$ cat src/rtl/rca_share_arbiter_if.sv
// ---------------------------------------------------------------------------
// rca_share_arbiter_if
// Bundles the requester side and response side of rca_share_arbiter.
//
// Handshake rules (both channels are strict valid/ready):
//   - Request k transfers on a rising edge where i_req_valid[k] and
//     o_req_ready[k] are both high. Operands only need to be valid in
//     that cycle. Valid may drop before a grant; ready never depends on
//     anything other than the current valid bits, rr_ptr and state.
//   - A response transfers on a rising edge where o_rsp_valid and
//     i_rsp_ready are both high. id/result hold steady while valid waits.
//
// Signals:
//   i_req_valid  [NUM_REQ]        per-requester request valid
//   i_req_a/b    [NUM_REQ*WIDTH]  operands, requester k at [k*WIDTH +: WIDTH]
//   o_req_ready  [NUM_REQ]        one-hot accept, only in IDLE
//   o_rsp_valid                   result valid
//   o_rsp_id     [ID_W]           owner of the result
//   o_rsp_result [WIDTH+1]        {carry_out, sum}
//   i_rsp_ready                   consumer accepts result
//   o_busy                        state is not IDLE
//   o_dbg_state  [2]              FSM state encoding (0 IDLE, 1 ADD, 2 RESP)
//   o_dbg_rr_ptr [ID_W]           round-robin search start
// Modports: master = requester/consumer side, slave = arbiter.
// ---------------------------------------------------------------------------
interface rca_share_arbiter_if #(
   parameter int WIDTH   = 23,
   parameter int NUM_REQ = 4
);
   localparam int ID_W = (NUM_REQ <= 2) ? 1 : $clog2(NUM_REQ);

   logic [NUM_REQ-1:0]       i_req_valid;
   logic [NUM_REQ*WIDTH-1:0] i_req_a;
   logic [NUM_REQ*WIDTH-1:0] i_req_b;
   logic [NUM_REQ-1:0]       o_req_ready;
   logic                     o_rsp_valid;
   logic [ID_W-1:0]          o_rsp_id;
   logic [WIDTH:0]           o_rsp_result;
   logic                     i_rsp_ready;
   logic                     o_busy;
   logic [1:0]               o_dbg_state;
   logic [ID_W-1:0]          o_dbg_rr_ptr;

   modport master (
      output i_req_valid, i_req_a, i_req_b, i_rsp_ready,
      input  o_req_ready, o_rsp_valid, o_rsp_id, o_rsp_result, o_busy,
             o_dbg_state, o_dbg_rr_ptr
   );

   modport slave (
      input  i_req_valid, i_req_a, i_req_b, i_rsp_ready,
      output o_req_ready, o_rsp_valid, o_rsp_id, o_rsp_result, o_busy,
             o_dbg_state, o_dbg_rr_ptr
   );
endinterface

$ cat src/rtl/rca_share_arbiter.sv
// ---------------------------------------------------------------------------
// rca_share_arbiter
// Round-robin arbiter that time-multiplexes one ripple-carry adder between
// NUM_REQ requesters. Sequence per transaction: IDLE (grant + latch
// operands) -> ADD (ripple chain settles on registered operands, result
// registered) -> RESP (hold result until consumer accepts).
//
// Ports:
//   i_clk  rising-edge clock
//   i_rst  asynchronous active-high reset
//   bus    rca_share_arbiter_if.slave (request, response, busy, debug)
// ---------------------------------------------------------------------------
module rca_share_arbiter #(
   parameter int WIDTH   = 23,
   parameter int NUM_REQ = 4
) (
   input  logic                 i_clk,
   input  logic                 i_rst,
   rca_share_arbiter_if.slave   bus
);
   localparam int ID_W = (NUM_REQ <= 2) ? 1 : $clog2(NUM_REQ);

   typedef enum logic [1:0] {
      S_IDLE = 2'd0,
      S_ADD  = 2'd1,
      S_RESP = 2'd2
   } state_t;

   state_t            r_state;
   state_t            w_state_nxt;
   logic [ID_W-1:0]   r_rr_ptr;
   logic [ID_W-1:0]   r_gnt_id;
   logic [WIDTH-1:0]  r_op_a;
   logic [WIDTH-1:0]  r_op_b;
   logic [WIDTH:0]    r_result;
   logic              r_rsp_valid;

   logic              w_found;
   logic              w_hi_found;
   logic [ID_W-1:0]   w_lo_idx;
   logic [ID_W-1:0]   w_hi_idx;
   logic [ID_W-1:0]   w_winner;
   logic [WIDTH-1:0]  w_sel_a;
   logic [WIDTH-1:0]  w_sel_b;
   logic              w_accept;
   logic              w_rsp_done;
   logic [ID_W-1:0]   w_ptr_nxt;
   logic [NUM_REQ-1:0] w_ready;

   // Round-robin search: the lowest valid index at or above rr_ptr wins;
   // if none exists the search wraps, so the lowest valid index overall wins.
   // Descending loops leave the lowest matching index as the last write.
   always_comb begin
      w_found    = |bus.i_req_valid;
      w_hi_found = 1'b0;
      w_lo_idx   = '0;
      w_hi_idx   = '0;
      for (int k = NUM_REQ - 1; k >= 0; k--) begin
         if (bus.i_req_valid[k]) begin
            w_lo_idx = ID_W'(k);
            if (k >= int'(r_rr_ptr)) begin
               w_hi_idx   = ID_W'(k);
               w_hi_found = 1'b1;
            end
         end
      end
      w_winner = w_hi_found ? w_hi_idx : w_lo_idx;
   end

   // Operand mux for the winning requester.
   always_comb begin
      w_sel_a = '0;
      w_sel_b = '0;
      for (int k = 0; k < NUM_REQ; k++) begin
         if (ID_W'(k) == w_winner) begin
            w_sel_a = bus.i_req_a[k*WIDTH +: WIDTH];
            w_sel_b = bus.i_req_b[k*WIDTH +: WIDTH];
         end
      end
   end

   // Shared ripple-carry adder: a chain of full adders, carry-in tied to 0.
   // It only ever sees registered operands, so the whole ripple path gets
   // the ADD cycle to settle.
   logic [WIDTH:0]   w_carry;
   logic [WIDTH-1:0] w_sum;
   logic [WIDTH:0]   w_add_result;

   assign w_carry[0] = 1'b0;
   for (genvar g = 0; g < WIDTH; g++) begin : g_fa
      assign w_sum[g]     = r_op_a[g] ^ r_op_b[g] ^ w_carry[g];
      assign w_carry[g+1] = (r_op_a[g] & r_op_b[g]) |
                            (w_carry[g] & (r_op_a[g] ^ r_op_b[g]));
   end
   assign w_add_result = {w_carry[WIDTH], w_sum};

   assign w_ptr_nxt = (r_gnt_id == ID_W'(NUM_REQ - 1)) ? '0 : r_gnt_id + 1'b1;

   // FSM next state and strobes.
   always_comb begin
      w_state_nxt = r_state;
      w_ready     = '0;
      w_accept    = 1'b0;
      w_rsp_done  = 1'b0;
      case (r_state)
         S_IDLE: begin
            // Ready is gated by reset so nothing looks accepted while
            // the block is held in reset.
            if (w_found && !i_rst) begin
               w_ready     = NUM_REQ'(1) << w_winner;
               w_accept    = 1'b1;
               w_state_nxt = S_ADD;
            end
         end
         S_ADD: begin
            w_state_nxt = S_RESP;
         end
         S_RESP: begin
            if (bus.i_rsp_ready) begin
               w_rsp_done  = 1'b1;
               w_state_nxt = S_IDLE;
            end
         end
         default: begin
            w_state_nxt = S_IDLE;
         end
      endcase
   end

   always_ff @(posedge i_clk or posedge i_rst) begin
      if (i_rst) begin
         r_state <= S_IDLE;
      end else begin
         r_state <= w_state_nxt;
      end
   end

   always_ff @(posedge i_clk or posedge i_rst) begin
      if (i_rst) begin
         r_rr_ptr    <= '0;
         r_gnt_id    <= '0;
         r_op_a      <= '0;
         r_op_b      <= '0;
         r_result    <= '0;
         r_rsp_valid <= 1'b0;
      end else begin
         if (w_accept) begin
            r_op_a   <= w_sel_a;
            r_op_b   <= w_sel_b;
            r_gnt_id <= w_winner;
         end
         if (r_state == S_ADD) begin
            r_result    <= w_add_result;
            r_rsp_valid <= 1'b1;
         end
         // rr_ptr moves only when a response completes, which bounds the
         // wait of a continuously requesting client to NUM_REQ-1 turns.
         if (w_rsp_done) begin
            r_rsp_valid <= 1'b0;
            r_rr_ptr    <= w_ptr_nxt;
         end
      end
   end

   assign bus.o_req_ready  = w_ready;
   assign bus.o_rsp_valid  = r_rsp_valid;
   assign bus.o_rsp_id     = r_gnt_id;
   assign bus.o_rsp_result = r_result;
   assign bus.o_busy       = (r_state != S_IDLE);
   assign bus.o_dbg_state  = r_state;
   assign bus.o_dbg_rr_ptr = r_rr_ptr;

endmodule

$ cat src/flat_wrapper.sv
// flat-port wrapper written by rule: the top's interface ports become plain ports
module rca_share_arbiter_flat 
#(
   parameter int WIDTH   = 23,
   parameter int NUM_REQ = 4
)
  (i_clk, i_rst, bus_i_req_valid, bus_i_req_a, bus_i_req_b, bus_i_rsp_ready, bus_o_req_ready, bus_o_rsp_valid, bus_o_rsp_id, bus_o_rsp_result, bus_o_busy, bus_o_dbg_state, bus_o_dbg_rr_ptr);
  rca_share_arbiter_if #(.WIDTH(WIDTH), .NUM_REQ(NUM_REQ)) bus_i ();
  input  logic i_clk;
  input  logic i_rst;
  input wire logic [$bits(bus_i.i_req_valid)-1:0] bus_i_req_valid;
  input wire logic [$bits(bus_i.i_req_a)-1:0] bus_i_req_a;
  input wire logic [$bits(bus_i.i_req_b)-1:0] bus_i_req_b;
  input wire logic [$bits(bus_i.i_rsp_ready)-1:0] bus_i_rsp_ready;
  output wire logic [$bits(bus_i.o_req_ready)-1:0] bus_o_req_ready;
  output wire logic [$bits(bus_i.o_rsp_valid)-1:0] bus_o_rsp_valid;
  output wire logic [$bits(bus_i.o_rsp_id)-1:0] bus_o_rsp_id;
  output wire logic [$bits(bus_i.o_rsp_result)-1:0] bus_o_rsp_result;
  output wire logic [$bits(bus_i.o_busy)-1:0] bus_o_busy;
  output wire logic [$bits(bus_i.o_dbg_state)-1:0] bus_o_dbg_state;
  output wire logic [$bits(bus_i.o_dbg_rr_ptr)-1:0] bus_o_dbg_rr_ptr;
  assign bus_i.i_req_valid = bus_i_req_valid;
  assign bus_i.i_req_a = bus_i_req_a;
  assign bus_i.i_req_b = bus_i_req_b;
  assign bus_i.i_rsp_ready = bus_i_rsp_ready;
  assign bus_o_req_ready = bus_i.o_req_ready;
  assign bus_o_rsp_valid = bus_i.o_rsp_valid;
  assign bus_o_rsp_id = bus_i.o_rsp_id;
  assign bus_o_rsp_result = bus_i.o_rsp_result;
  assign bus_o_busy = bus_i.o_busy;
  assign bus_o_dbg_state = bus_i.o_dbg_state;
  assign bus_o_dbg_rr_ptr = bus_i.o_dbg_rr_ptr;
  rca_share_arbiter #(.WIDTH(WIDTH), .NUM_REQ(NUM_REQ)) u_core (.i_clk(i_clk), .i_rst(i_rst), .bus(bus_i));
endmodule
$ cat config.mk
export PLATFORM = sky130hd
export DESIGN_NAME = rca_share_arbiter_flat
export DESIGN_NICKNAME = d
export VERILOG_FILES = /design/src/rtl/rca_share_arbiter_if.sv /design/src/rtl/rca_share_arbiter.sv /design/src/flat_wrapper.sv
export SDC_FILE = /design/constraint.sdc
export NUM_CORES = 1
export LEC_CHECK = 0
export ABC_AREA = 1
export CORE_MARGIN = 3
export CORE_UTILIZATION = 30
export CTS_CLUSTER_SIZE = 24
export DETAILED_ROUTE_END_ITERATION = 8
export PLACE_DENSITY = 0.68
export SYNTH_ARGS = -nofsm -noshare
export SYNTH_HDL_FRONTEND = slang
export SYNTH_SLANG_ARGS = --single-unit
$ cat constraint.sdc
create_clock -name i_clk -period 11.6 [get_ports i_clk]
set_input_delay 1.16 -clock i_clk [delete_from_list [all_inputs] [get_ports i_clk]]
set_output_delay 1.16 -clock i_clk [all_outputs]
set_load 0.03 [all_outputs]
==> results of run 1 <==
## placed cells by master, fill, tap and decap left out
cell             Yosys  routed
inv_4                1       1
dfrtp_1             77      77
nor3_1               3       3
nor2_1              27      27
clkdlybuf4s50_1      0     226
nand3_2              2       2
clkbuf_1            18       1
fa_1                22      22
clkbuf_8             0       2
clkbuf_16            0       9
nand2_2              3       3
a21oi_1              1       1
nand2_4              2       2
nand3_1             76      76
nand2_1            213     213
o31ai_1              1       1
clkinv_2             0       3
ha_1                 2       2
nand4_1             18      18
inv_1               50      49
o21ai_1             39      39
inv_2                4       4
o21ai_0             41      41
mux2_2              21      21
buf_4                4       4
nor2_2               4       4
bufinv_16            0       2
## cell families (layout without fill, tap and decap cells)
family                     Yosys count  count (layout)
adders and majority gates           24              24
and+or+nand+nor                    348             348
muxes                               21              21
AOI/OAI and AO/OA                   82              82
buffers and inverters               97             301
DFF                                 77              77
## routing by layer
| layer | wire [um] | track usage, % |
|---|---|---|
| met1 | 6980 | 22.4 |
| met2 | 8370 | 32.1 |
| met3 | 994 | 4.10 |
| met4 | 308 | 6.28 |
| met5 | 11 | 0 |
## registers in the layout (all words and copies together) (netlist names)
name / count
u_core.bus.o_dbg_rr_ptr: 2
u_core.bus.o_dbg_state: 2
u_core.bus.o_rsp_id: 2
u_core.bus.o_rsp_result: 24
u_core.bus.o_rsp_valid: 1
u_core.r_op_a: 23
u_core.r_op_b: 23
## power by group
part | switching [mW] | internal, mW
sequential | 0.0867 | 0.399
clock | 0.105 | 0.199
combinational | 0.575 | 0.401
## per-stage QoR
| step | power [mW] | hold WS (ns) | util (%) | setup slack [ns] | std cells |
|---|---|---|---|---|---|
| after floorplan | 1.13 | 0.449 | - | 1.10 | 649 |
| after global placement | 1.46 | 0.465 | 45.5 | 0.661 | 1053 |
| after detailed placement | 1.49 | 0.470 | 45.5 | 0.640 | 1053 |
| after CTS | 1.80 | 0.484 | 47.6 | 0.608 | 1069 |
| after global routing | 1.93 | 0.514 | 47.6 | 0.315 | 1069 |
| final | 1.77 | 0.480 | 47.6 | 0.711 | 1069 |
## worst max-delay path: cells and delay by family (launching register included)
| family | cells | cell delay (ns) |
|---|---|---|
| AO/OA/AOI/OAI | 1 | 0.15 |
| adder cells (fa/ha/maj) | 23 | 10.03 |
| buffers and inverters | 3 | 0.23 |
| flip-flops | 1 | 0.38 |
## Yosys cell counts
master | n | area (um^2)
buf_1 | 1 | 3.75
fa_1 | 22 | 440
nand2_4 | 2 | 22.5
nor2_2 | 4 | 25.0
buf_2 | 12 | 60.1
nand3_1 | 76 | 380
nand2_2 | 3 | 18.8
clkbuf_1 | 18 | 67.6
o21ai_1 | 39 | 195
nand3_2 | 2 | 20.0
nand4_1 | 18 | 113
mux2_2 | 21 | 236
dfrtp_1 | 77 | 1930
inv_4 | 1 | 6.26
nor2_1 | 27 | 101
nor3_1 | 3 | 15.0
inv_1 | 50 | 188
nand2_1 | 213 | 800
inv_2 | 4 | 15.0
o31ai_1 | 1 | 7.51
buf_4 | 4 | 30.0
o21ai_0 | 41 | 205
clkbuf_2 | 1 | 5.00
ha_1 | 2 | 25.0
a21oi_1 | 1 | 5.00
buf_6 | 6 | 67.6
## path summary, 6_finish.rpt
kind | from | to | slack (ns)
worst max-delay path | u_core.r_op_b[0] | u_core.bus.o_rsp_result[22] | 0.71
worst min-delay path | u_core.r_op_a[22] | u_core.r_op_a[22] | 0.48
worst max register to register | u_core.r_op_b[0] | u_core.bus.o_rsp_result[22] | 0.71
worst min register to register | u_core.r_op_a[22] | u_core.r_op_a[22] | 0.48
max in group asynchronous | i_rst | u_core.r_op_b[13] | 9.38
min in group asynchronous | i_rst | u_core.bus.o_rsp_result[17] | 1.25
## final cells by class
type,instances,area [um^2]
fill,1549,8420
multi-input combinational,475,2610
timing repair buffer,230,2290
sequential,77,1930
tap,216,270
clock buffer,12,256
inverter,55,210
clock inverter,4,70.1
==> impl_metrics.tcl, run 1 <==
set metrics [dict create \
    drc_errors 0 \
    clockBufferDepth 2 \
    cts_hold_buffers 0 \
    yosys.area_share.simple_pct 30.0 \
    drv_cap 0 \
    avgSynthCellArea_um2 7.67 \
    cp_max_fo 2 \
    wl_per_cell_um 15.6 \
    wirelength_um 16700 \
    period_share_pct 93.9 \
    arrival_ns 11.14 \
    io_buffers 226 \
    die_y_um 135 \
    path_clk_slew_ns 0.06 \
    crit_slowest_cell "fa_1" \
    grt_pass1_wl_um 26200 \
    rsz0062_at_grt "false" \
    hold_class "reg2reg" \
    fin_area_um2 7640 \
    dp_hpwl_um 12400 \
    first_global_vias 4999 \
    cpPeakStageDelay_ns 0.49 \
    dr.pass1.iters 6 \
    cts_tree "yes" \
    rows 46 \
    grt_max_degree 70 \
    cts_root_buf "clkbuf_16" \
    maxSlewViolCount 0 \
    worstMarginPinSlew_ns 0.903 \
    fmax_ghz 0.0918 \
    yosysSeqAreaShare_pct 38.7 \
    yosys-mux-area-fraction_pct 4.75 \
    ir_drop_v 0.000183 \
    synth_xor_area_share_pct 0 \
    setup_tns_ns 0 \
    h-tree-depth 3 \
    drive_above_1_share_pct 6.68 \
    vias 4951 \
    gr-total-overflow 0 \
    timing.clock.skew_ns 0.00701 \
    crit_type "reg2reg" \
    p_leak_nw 3.59 \
    cts_setup_buffers 0 \
    startpoint_type "flip-flop" \
    synthesis.nets 864 \
    die_w_um 135 \
    syn_inst 649 \
    reg2regPathDepth 27 \
    finalHoldViolations 0 \
    p_per_area_nw_per_um2 231 \
    ys_types 26 \
    crit_required_ns 11.85 \
    syn_area_um2 4980 \
    slew_headroom_pct 39.6 \
    syn_to_final_growth_pct 53.3 \
    clk_latency_ns 0.33 \
    drt_first_iter_violations 237 \
    synth_top_family_by_area "simple AND/OR/NAND/NOR gates" \
    critPathCaptureType "flip-flop" \
    cts_sinks 77 \
    fin_nets 1063 \
    hold_depth 2 \
    boundaryPins 227 \
    cts_resized 0 \
    start_util_pct 31.0 \
    grt_usage_pct 18.4 \
    antennaDiodeCount 0 \
    gp_congestion 0.808 \
    synth_compound_area_share_pct 8.29 \
    ys_seq_elements 77 \
    status "completed" \
    dieArea_um2 18200 \
    worst_path_most_repeated_cell "fa_1" \
    cts_inserted_buffers 9 \
    post-route-min-period_ns 10.89 \
    yosys.area_share.adder_pct 9.35 \
    setup_viol 0 \
    ant_nets 0 \
    core_um2 16100 \
    dpl_cell_area_um2 7310 \
    antenna_found_initial 1 \
    yosys_warnings 0 \
    vias_per_cell 4.63 \
]
(Power assumes the default switching activity.)
==> run 2, diff against run 1 <==
- PLACE_DENSITY: 0.68 -> 0.7
- clock period: 11.6 -> 9.52 ns (I/O delays scaled with it)
==> impl_metrics.tcl, run 2 (synthesis results as in run 1) <==
set metrics [dict create \
    status "completed" \
    critPathCaptureType "flip-flop" \
    fillers 1570 \
    final_cells 1069 \
    dp_hpwl_um 12100 \
    fmax_ghz 0.108 \
    boundaryPins 227 \
    use_met3_pct 3.76 \
    io_buffers 226 \
    finalHoldViolations 0 \
    cts_sinks 77 \
    cts_setup_buffers 0 \
    use_met2_pct 31.1 \
    cp_max_fo 2 \
    startpoint_type "flip-flop" \
    grt_usage_pct 17.6 \
    cts_root_buf "clkbuf_16" \
    worstMarginPinSlew_ns 0.889 \
    gr-total-overflow 0 \
    p_leak_nw 3.55 \
    cts_inserted_buffers 9 \
    start_util_pct 31.0 \
    crit_required_ns 9.78 \
    rows 46 \
    grt_max_degree 71 \
    ant_nets 0 \
    dieArea_um2 18200 \
    place_ws_ns -0.340 \
    final_util_pct 47.9 \
    drv_cap 0 \
    grt_pass1_wl_um 25000 \
    post-route-min-period_ns 9.24 \
    gp_congestion 0.862 \
    core_um2 16100 \
    slew_headroom_pct 40.5 \
    syn_to_final_growth_pct 54.3 \
    clk_latency_ns 0.33 \
    dr.pass1.iters 4 \
    die_y_um 135 \
    fin_area_um2 7690 \
    cts_hold_buffers 0 \
    wirelength_um 16300 \
    die_w_um 135 \
    wl_per_cell_um 15.3 \
    first_global_vias 4866 \
    crit_slowest_cell "fa_1" \
    final_cell_mix "226 x clkdlybuf4s50_1, 213 x nand2_1, 77 x dfrtp_1" \
    clockBufferDepth 2 \
    grt_use_met1_pct 21.6 \
    dp.cells 1053 \
    vias_per_cell 4.59 \
    dpl_cell_area_um2 7350 \
    vias 4903 \
    largest_register_ffs 24 \
    crit_type "reg2reg" \
    cts_tree "yes" \
    drive_above_1_share_pct 9.03 \
    rsz0062_at_grt "false" \
    h-tree-depth 3 \
    hold_class "reg2reg" \
    p_per_area_nw_per_um2 282 \
    final_common_cell "clkdlybuf4s50_1" \
    fin_nets 1063 \
    period_share_pct 97.1 \
    path_clk_slew_ns 0.06 \
    drc_errors 0 \
    cpPeakStageDelay_ns 0.41 \
    worst_path_most_repeated_cell "fa_2" \
    maxSlewViolCount 0 \
    drt_first_iter_violations 310 \
    antenna_found_initial 0 \
    setup_viol 0 \
    arrival_ns 9.50 \
    antennaDiodeCount 0 \
    ir_drop_v 0.000170 \
    fin_ws_ns 0.280 \
    timing.clock.skew_ns 0.00715 \
    busiest_layer "met2" \
]
==> run 2: changes by cell type in the layout (fill, tap and decap cells not counted) <==
cell        delta
clkinvlp_4     +2
clkbuf_8       -1
o21ai_0        -1
clkinv_2       -2
ha_2           +1
o21ai_1        +1
fa_2          +19
fa_1          -19
clkinv_4       +1
ha_1           -1
==> run 2: layout make-up <==
cell class / instances / area, um^2 / share of cell area [%]
inverter: 55 / 210 / 2.73
clock inverter: 5 / 83.8 / 1.09
multi-input combinational: 475 / 2660 / 34.6
sequential: 77 / 1930 / 25.1
tap: 216 / 270 / 3.52
timing repair buffer: 230 / 2290 / 29.8
clock buffer: 11 / 243 / 3.16
==> run 2: report_power, final <==
group	internal, mW	switching (mW)
clock	0.237	0.132
combinational	0.499	0.698
sequential	0.486	0.112
total	1.22	0.943
==> run 2: through the flow <==
stage                     total power, mW  hold slack [ns]  TNS [ns]
after floorplan                      1.40            0.449         0
after global placement               1.79            0.465    -0.324
after detailed placement             1.82            0.472    -0.481
after CTS                            2.20            0.486         0
after global routing                 2.36            0.516         0
final                                2.17            0.481         0
==> run 2: critical path, delay by kind of cell, from the launching register on <==
| family | cells | cell delay (ns) |
|---|---|---|
| adders and majority gates | 23 | 8.41 |
| DFF | 1 | 0.39 |
| buffers and inverters | 3 | 0.21 |
| AOI/OAI and AO/OA | 1 | 0.13 |
==> run 2: worst paths after layout <==
check                                  from                           to  slack (ns)  cells past startpoint
max reg2reg                u_core.r_op_b[0]  u_core.bus.o_rsp_result[22]        0.28                     27
min reg2reg                u_core.r_op_b[9]             u_core.r_op_b[9]        0.48                      2
min                        u_core.r_op_b[9]             u_core.r_op_b[9]        0.48                      2
max                        u_core.r_op_b[0]  u_core.bus.o_rsp_result[22]        0.28                     27
min in group asynchronous             i_rst   u_core.bus.o_rsp_result[8]        0.85                      2
max in group asynchronous             i_rst            u_core.r_op_a[21]        7.54                      3
==> run 2: metal layers <==
layer | part of all wire, % | vias to the layer above
met5 | 0 | -
met4 | 1.3 | 0
met3 | 6.8 | 16
met2 | 49 | 149
met1 | 42 | 2240
li1 | - | 2498
==> run 2: what timing repair did <==
item	4_1_cts	5_1_grt
gates cloned	0	0
pin swaps	6	14
setup endpoints to repair	3	1
gates resized for setup	1	2
